===== src/rtl/set_bit_streamer.sv =====
// Streams the set bits of an accepted vector, lowest index first, one beat per handshake.
// Optional remaining-bit counter port cnt_o is enabled by defining SET_BIT_STREAMER_CNT_EN.
module set_bit_streamer #(
   parameter  int WIDTH = 12,
   localparam int IDX_W = $clog2(WIDTH)
) (
   input  logic             clk_i,
   input  logic             rst_ni,
   input  logic             vec_valid_i,
   input  logic [WIDTH-1:0] vec_i,
   output logic             vec_ready_o,
   output logic             bit_valid_o,
   output logic [WIDTH-1:0] bit_onehot_o,
   output logic [IDX_W-1:0] bit_idx_o,
   output logic             bit_last_o,
   input  logic             bit_ready_i
`ifdef SET_BIT_STREAMER_CNT_EN
   ,
   output logic [$clog2(WIDTH+1)-1:0] cnt_o
`endif
);

   localparam logic IDLE   = 1'b0;
   localparam logic STREAM = 1'b1;

   logic             state_q;
   logic [WIDTH-1:0] rem_q;
   logic [WIDTH-1:0] onehot;
   logic [WIDTH-1:0] rest;
   logic [IDX_W-1:0] idx;
   logic             streaming;
   logic             last;
   logic             vec_hs;
   logic             beat_hs;

   assign streaming = (state_q == STREAM);
   assign onehot    = streaming ? (rem_q & (~rem_q + WIDTH'(1))) : '0;
   assign rest      = rem_q & ~onehot;
   assign last      = streaming & (rest == '0);

   assign bit_valid_o  = streaming;
   assign bit_onehot_o = onehot;
   assign bit_idx_o    = idx;
   assign bit_last_o   = last;
   assign vec_ready_o  = ~streaming | (last & bit_ready_i);

   assign vec_hs  = vec_valid_i & vec_ready_o;
   assign beat_hs = streaming & bit_ready_i;

   // binary encode the isolated one-hot bit (zero when idle)
   always_comb begin
      idx = '0;
      for (int i = 0; i < WIDTH; i++) begin
         if (onehot[i]) idx = IDX_W'(i);
      end
   end

   // load on vector handshake, otherwise peel off the lowest bit per beat
   always_ff @(posedge clk_i or negedge rst_ni) begin
      if (!rst_ni) begin
         state_q <= IDLE;
         rem_q   <= '0;
      end else if (vec_hs) begin
         rem_q   <= vec_i;
         state_q <= (vec_i != '0) ? STREAM : IDLE;
      end else if (beat_hs) begin
         if (last) begin
            rem_q   <= '0;
            state_q <= IDLE;
         end else begin
            rem_q   <= rest;
         end
      end
   end

`ifdef SET_BIT_STREAMER_CNT_EN
   localparam int CNT_W = $clog2(WIDTH+1);

   logic [CNT_W-1:0] cnt_q;

   function automatic logic [CNT_W-1:0] popcnt(input logic [WIDTH-1:0] v);
      logic [CNT_W-1:0] n;
      n = '0;
      for (int i = 0; i < WIDTH; i++) n = n + CNT_W'(v[i]);
      return n;
   endfunction

   // remaining set bits, current beat included
   always_ff @(posedge clk_i or negedge rst_ni) begin
      if (!rst_ni) begin
         cnt_q <= '0;
      end else if (vec_hs) begin
         cnt_q <= popcnt(vec_i);
      end else if (beat_hs) begin
         cnt_q <= cnt_q - CNT_W'(1);
      end
   end

   assign cnt_o = streaming ? cnt_q : '0;
`endif

endmodule


===== config.mk =====
export PLATFORM = sky130hd
export DESIGN_NAME = set_bit_streamer
export DESIGN_NICKNAME = d
export VERILOG_FILES = /design/src/rtl/set_bit_streamer.sv
export SDC_FILE = /design/constraint.sdc
export NUM_CORES = 1
export LEC_CHECK = 0
export CELL_PAD_IN_SITES_DETAIL_PLACEMENT = 1
export CELL_PAD_IN_SITES_GLOBAL_PLACEMENT = 1
export CORE_MARGIN = 10
export CORE_UTILIZATION = 36
export DETAILED_ROUTE_END_ITERATION = 10
export PLACE_DENSITY_LB_ADDON = 0.12
export SLEW_MARGIN = 0
export SYNTH_ARGS = -nofsm -noshare
export SYNTH_HDL_FRONTEND = slang
export SYNTH_SLANG_ARGS = --single-unit
export TNS_END_PERCENT = 30

===== constraint.sdc =====
create_clock -name clk_i -period 3.9 [get_ports clk_i]
set_input_delay 0.78 -clock clk_i [delete_from_list [all_inputs] [get_ports clk_i]]
set_output_delay 0.78 -clock clk_i [all_outputs]
set_load 0.1 [all_outputs]

==> results.py <==
metrics = {
    "timing": {
        "drv_slew": 0,
        "tns_ps": 0,
        "setup_violations": 0,
        "rsz0062_at_grt": "no",
        "finClkSkew_ps": 3.18,
        "worst_pin_slew_ps": 983,
        "hold_viol_final": 0,
        "period_needed_ps": 3230,
        "fmax_mhz": 310,
        "timing.hold.ws_ps": 718,
        "relSlewSlack_pct": 34.3,
        "fin_crit_sh_pct": 82.8,
    },
    "die": {
        "io_pins": 35,
        "dieArea_sq_mm": 0.00584,
        "dieWidth_um": 76.4,
        "fp.dieH_um": 76.4,
        "floorplan.initialDensity_pct": 37.5,
        "coreArea_sq_mm": 0.00305,
        "row_count": 20,
    },
    "synthesis": {
        "synthTopCellsByArea": "dfrtp_1 (28%), nand2_1 (9.2%), buf_6 (4.9%), o211ai_1 (4.6%), a21oi_1 (3.5%)",
        "yosysTopAreaCellShare_pct": 28.4,
        "ys_seq_area_share_pct": 28.4,
        "synth.most_common_cell": "nand2_1",
        "syn_area_sq_mm": 0.00114,
        "yosysWarningCount": 0,
        "synth-seq-cells": 13,
        "syn_avg_cell_area_sq_um": 8.18,
        "synth.top_cells.by_count": "nand2_1 (28), dfrtp_1 (13), nor2_1 (9)",
        "synthFlopType": "dfrtp_1",
        "yosysUniqueCellTypes": 42,
        "synth_edf_count": 0,
        "postSynthNetCount": 156,
        "synth_top_area_cell": "dfrtp_1",
        "netlist_instances": 140,
        "async_flop_share_pct": 100,
    },
    "cts": {
        "cts_tree": "done",
        "path_clk_slew_ps": 80,
        "post_cts_buffers": 0,
        "clk_latency_ps": 280,
        "numCtsBuffers": 3,
        "cts_hold_buf": 0,
        "htreeDepth": 1,
        "cts_sinks": 13,
        "clk_path_buf_depth": 2,
        "cts_resized": 0,
        "cts_root_buf": "clkbuf_4",
    },
    "outcome": {
        "outcome": "complete, no violations",
    },
    "finish": {
        "stdcell_area_sq_mm": 0.00148,
        "drive_gt1_share_pct": 22.7,
        "nNetsFinal": 189,
        "diodes": 0,
        "multi_input_area_sq_um": 744,
        "area_growth_pct": 29.3,
        "seqCellArea_sq_um": 325,
        "nFillCells": 398,
    },
    "hold_path": {
        "min_from": "rem_q[2]",
        "worstHoldPathCells": 2,
        "min_to": "rem_q[2]",
        "hp-class": "reg2reg",
    },
    "detailed_routing": {
        "wl_per_cell_um": 18.7,
        "drt_first_iter_violations": 62,
        "ant_nets": 0,
        "routed_wl_mm": 4.04,
        "routed-via-count": 1224,
        "first_pass_iters": 4,
        "vias_per_cell": 5.67,
        "remaining_drc_errors": 0,
    },
    "grt": {
        "gr-max-usage-layer": "met2",
        "overflow": 0,
        "grtUsageTotal_pct": 14.0,
        "grt_pass1_wl_mm": 6.82,
        "use_met3_pct": 2.36,
        "antenna_found_initial": 0,
        "grt_use_met2_pct": 23.9,
        "grt_pass1_vias": 1270,
        "grt_max_degree": 16,
        "grt_util_met1_pct": 17.2,
    },
    "placement": {
        "place.gp.congestion": 0.866,
        "numPortBuffers": 34,
        "placed_cell_area_sq_mm": 0.00145,
        "dp_hpwl_mm": 3.24,
    },
    "setup_path": {
        "critPathArrivalTime_ps": 2450,
        "worstSetupPathType": "reg2out",
        "critPathCaptureType": "primary output",
        "r2r_setup_slack_ps": 1800,
        "start_kind": "flop",
        "timing.rr.end": "rem_q[2]",
        "cp_max_fo": 15,
        "worstRegToRegCells": 6,
        "r2r-start": "bit_valid_o",
        "worstPathRequired_ps": 3120,
    },
    "run": {
        "drv_cap": 0,
    },
}
## cell type report
class | instances | area share [%]
Sequential cell | 13 | 22.0
Clock buffer | 4 | 1.78
Multi-Input combinational cell | 114 | 50.3
Inverter | 5 | 1.27
Timing Repair Buffer | 36 | 21.0
Tap cell | 44 | 3.72
## how the worst max path moves through the flow
stage	startpoint	endpoint	slack [ps]	cells past startpoint
after floorplan	bit_valid_o	bit_idx_o[3]	-170	4
after global placement	bit_valid_o	bit_last_o	1050	7
after detailed placement	bit_valid_o	bit_last_o	970	7
after CTS	bit_valid_o	bit_last_o	650	7
after global routing	bit_valid_o	bit_last_o	400	7
final	bit_valid_o	bit_last_o	670	7
## cell usage in the layout, fill, tap and decap left out, types with 2 or more instances in the layout
| cell type | netlist | final |
|---|---|---|
| nand2_1 | 28 | 28 |
| buf_4 | 0 | 20 |
| clkdlybuf4s50_1 | 0 | 16 |
| dfrtp_1 | 13 | 13 |
| nor2_1 | 9 | 8 |
| a21oi_1 | 8 | 8 |
| o211ai_1 | 7 | 7 |
| inv_1 | 5 | 5 |
| and2_1 | 5 | 5 |
| o21ai_1 | 5 | 5 |
| nor3_1 | 4 | 4 |
| and3_1 | 4 | 4 |
| nor4_1 | 4 | 4 |
| a31oi_1 | 4 | 4 |
| nand3_1 | 4 | 4 |
| o211ai_2 | 3 | 3 |
| clkbuf_4 | 0 | 3 |
| nor3b_4 | 1 | 2 |
| or4_1 | 3 | 2 |
| nor3b_1 | 3 | 2 |
| o21ai_2 | 2 | 2 |
## metrics by stage
step	instances	setup WS, ps	utilization [%]
global route	216	399	48.5
finish	216	671	48.5
CTS	216	651	48.5
detailed placement	212	974	47.6
global placement	212	1050	47.6
floorplan	140	-171	-
## per-layer routing
metal	vias up	part of all wire, %	routed length (um)
met1	597	45	1830
met3	6	4.0	160
met5	-	0	0
li1	591	-	-
met2	30	49	2000
met4	0	1.4	55
## critical path, stage by stage, from the launching register on
cell and delay [ps]:
dfrtp_1 590, nor3b_4 430, nand3_2 180, a211oi_2 310, o211ai_2 100, buf_4 220
inv_1 70, buf_4 280
## registers in the layout, summed over array words and instances, names as in the netlist
| register | flops |
|---|---|
| rem_q | 12 |
| bit_valid_o | 1 |
## cells by family after synthesis
family,after synthesis,synth area share (%)
DFF,13,28.4
AOI/OAI and AO/OA,41,27.0
buffers and inverters,13,8.09
and+or+nand+nor,73,36.5
Power is not shown: default switching activity piles up to over one toggle a cycle in this logic, so the estimate is an artifact.
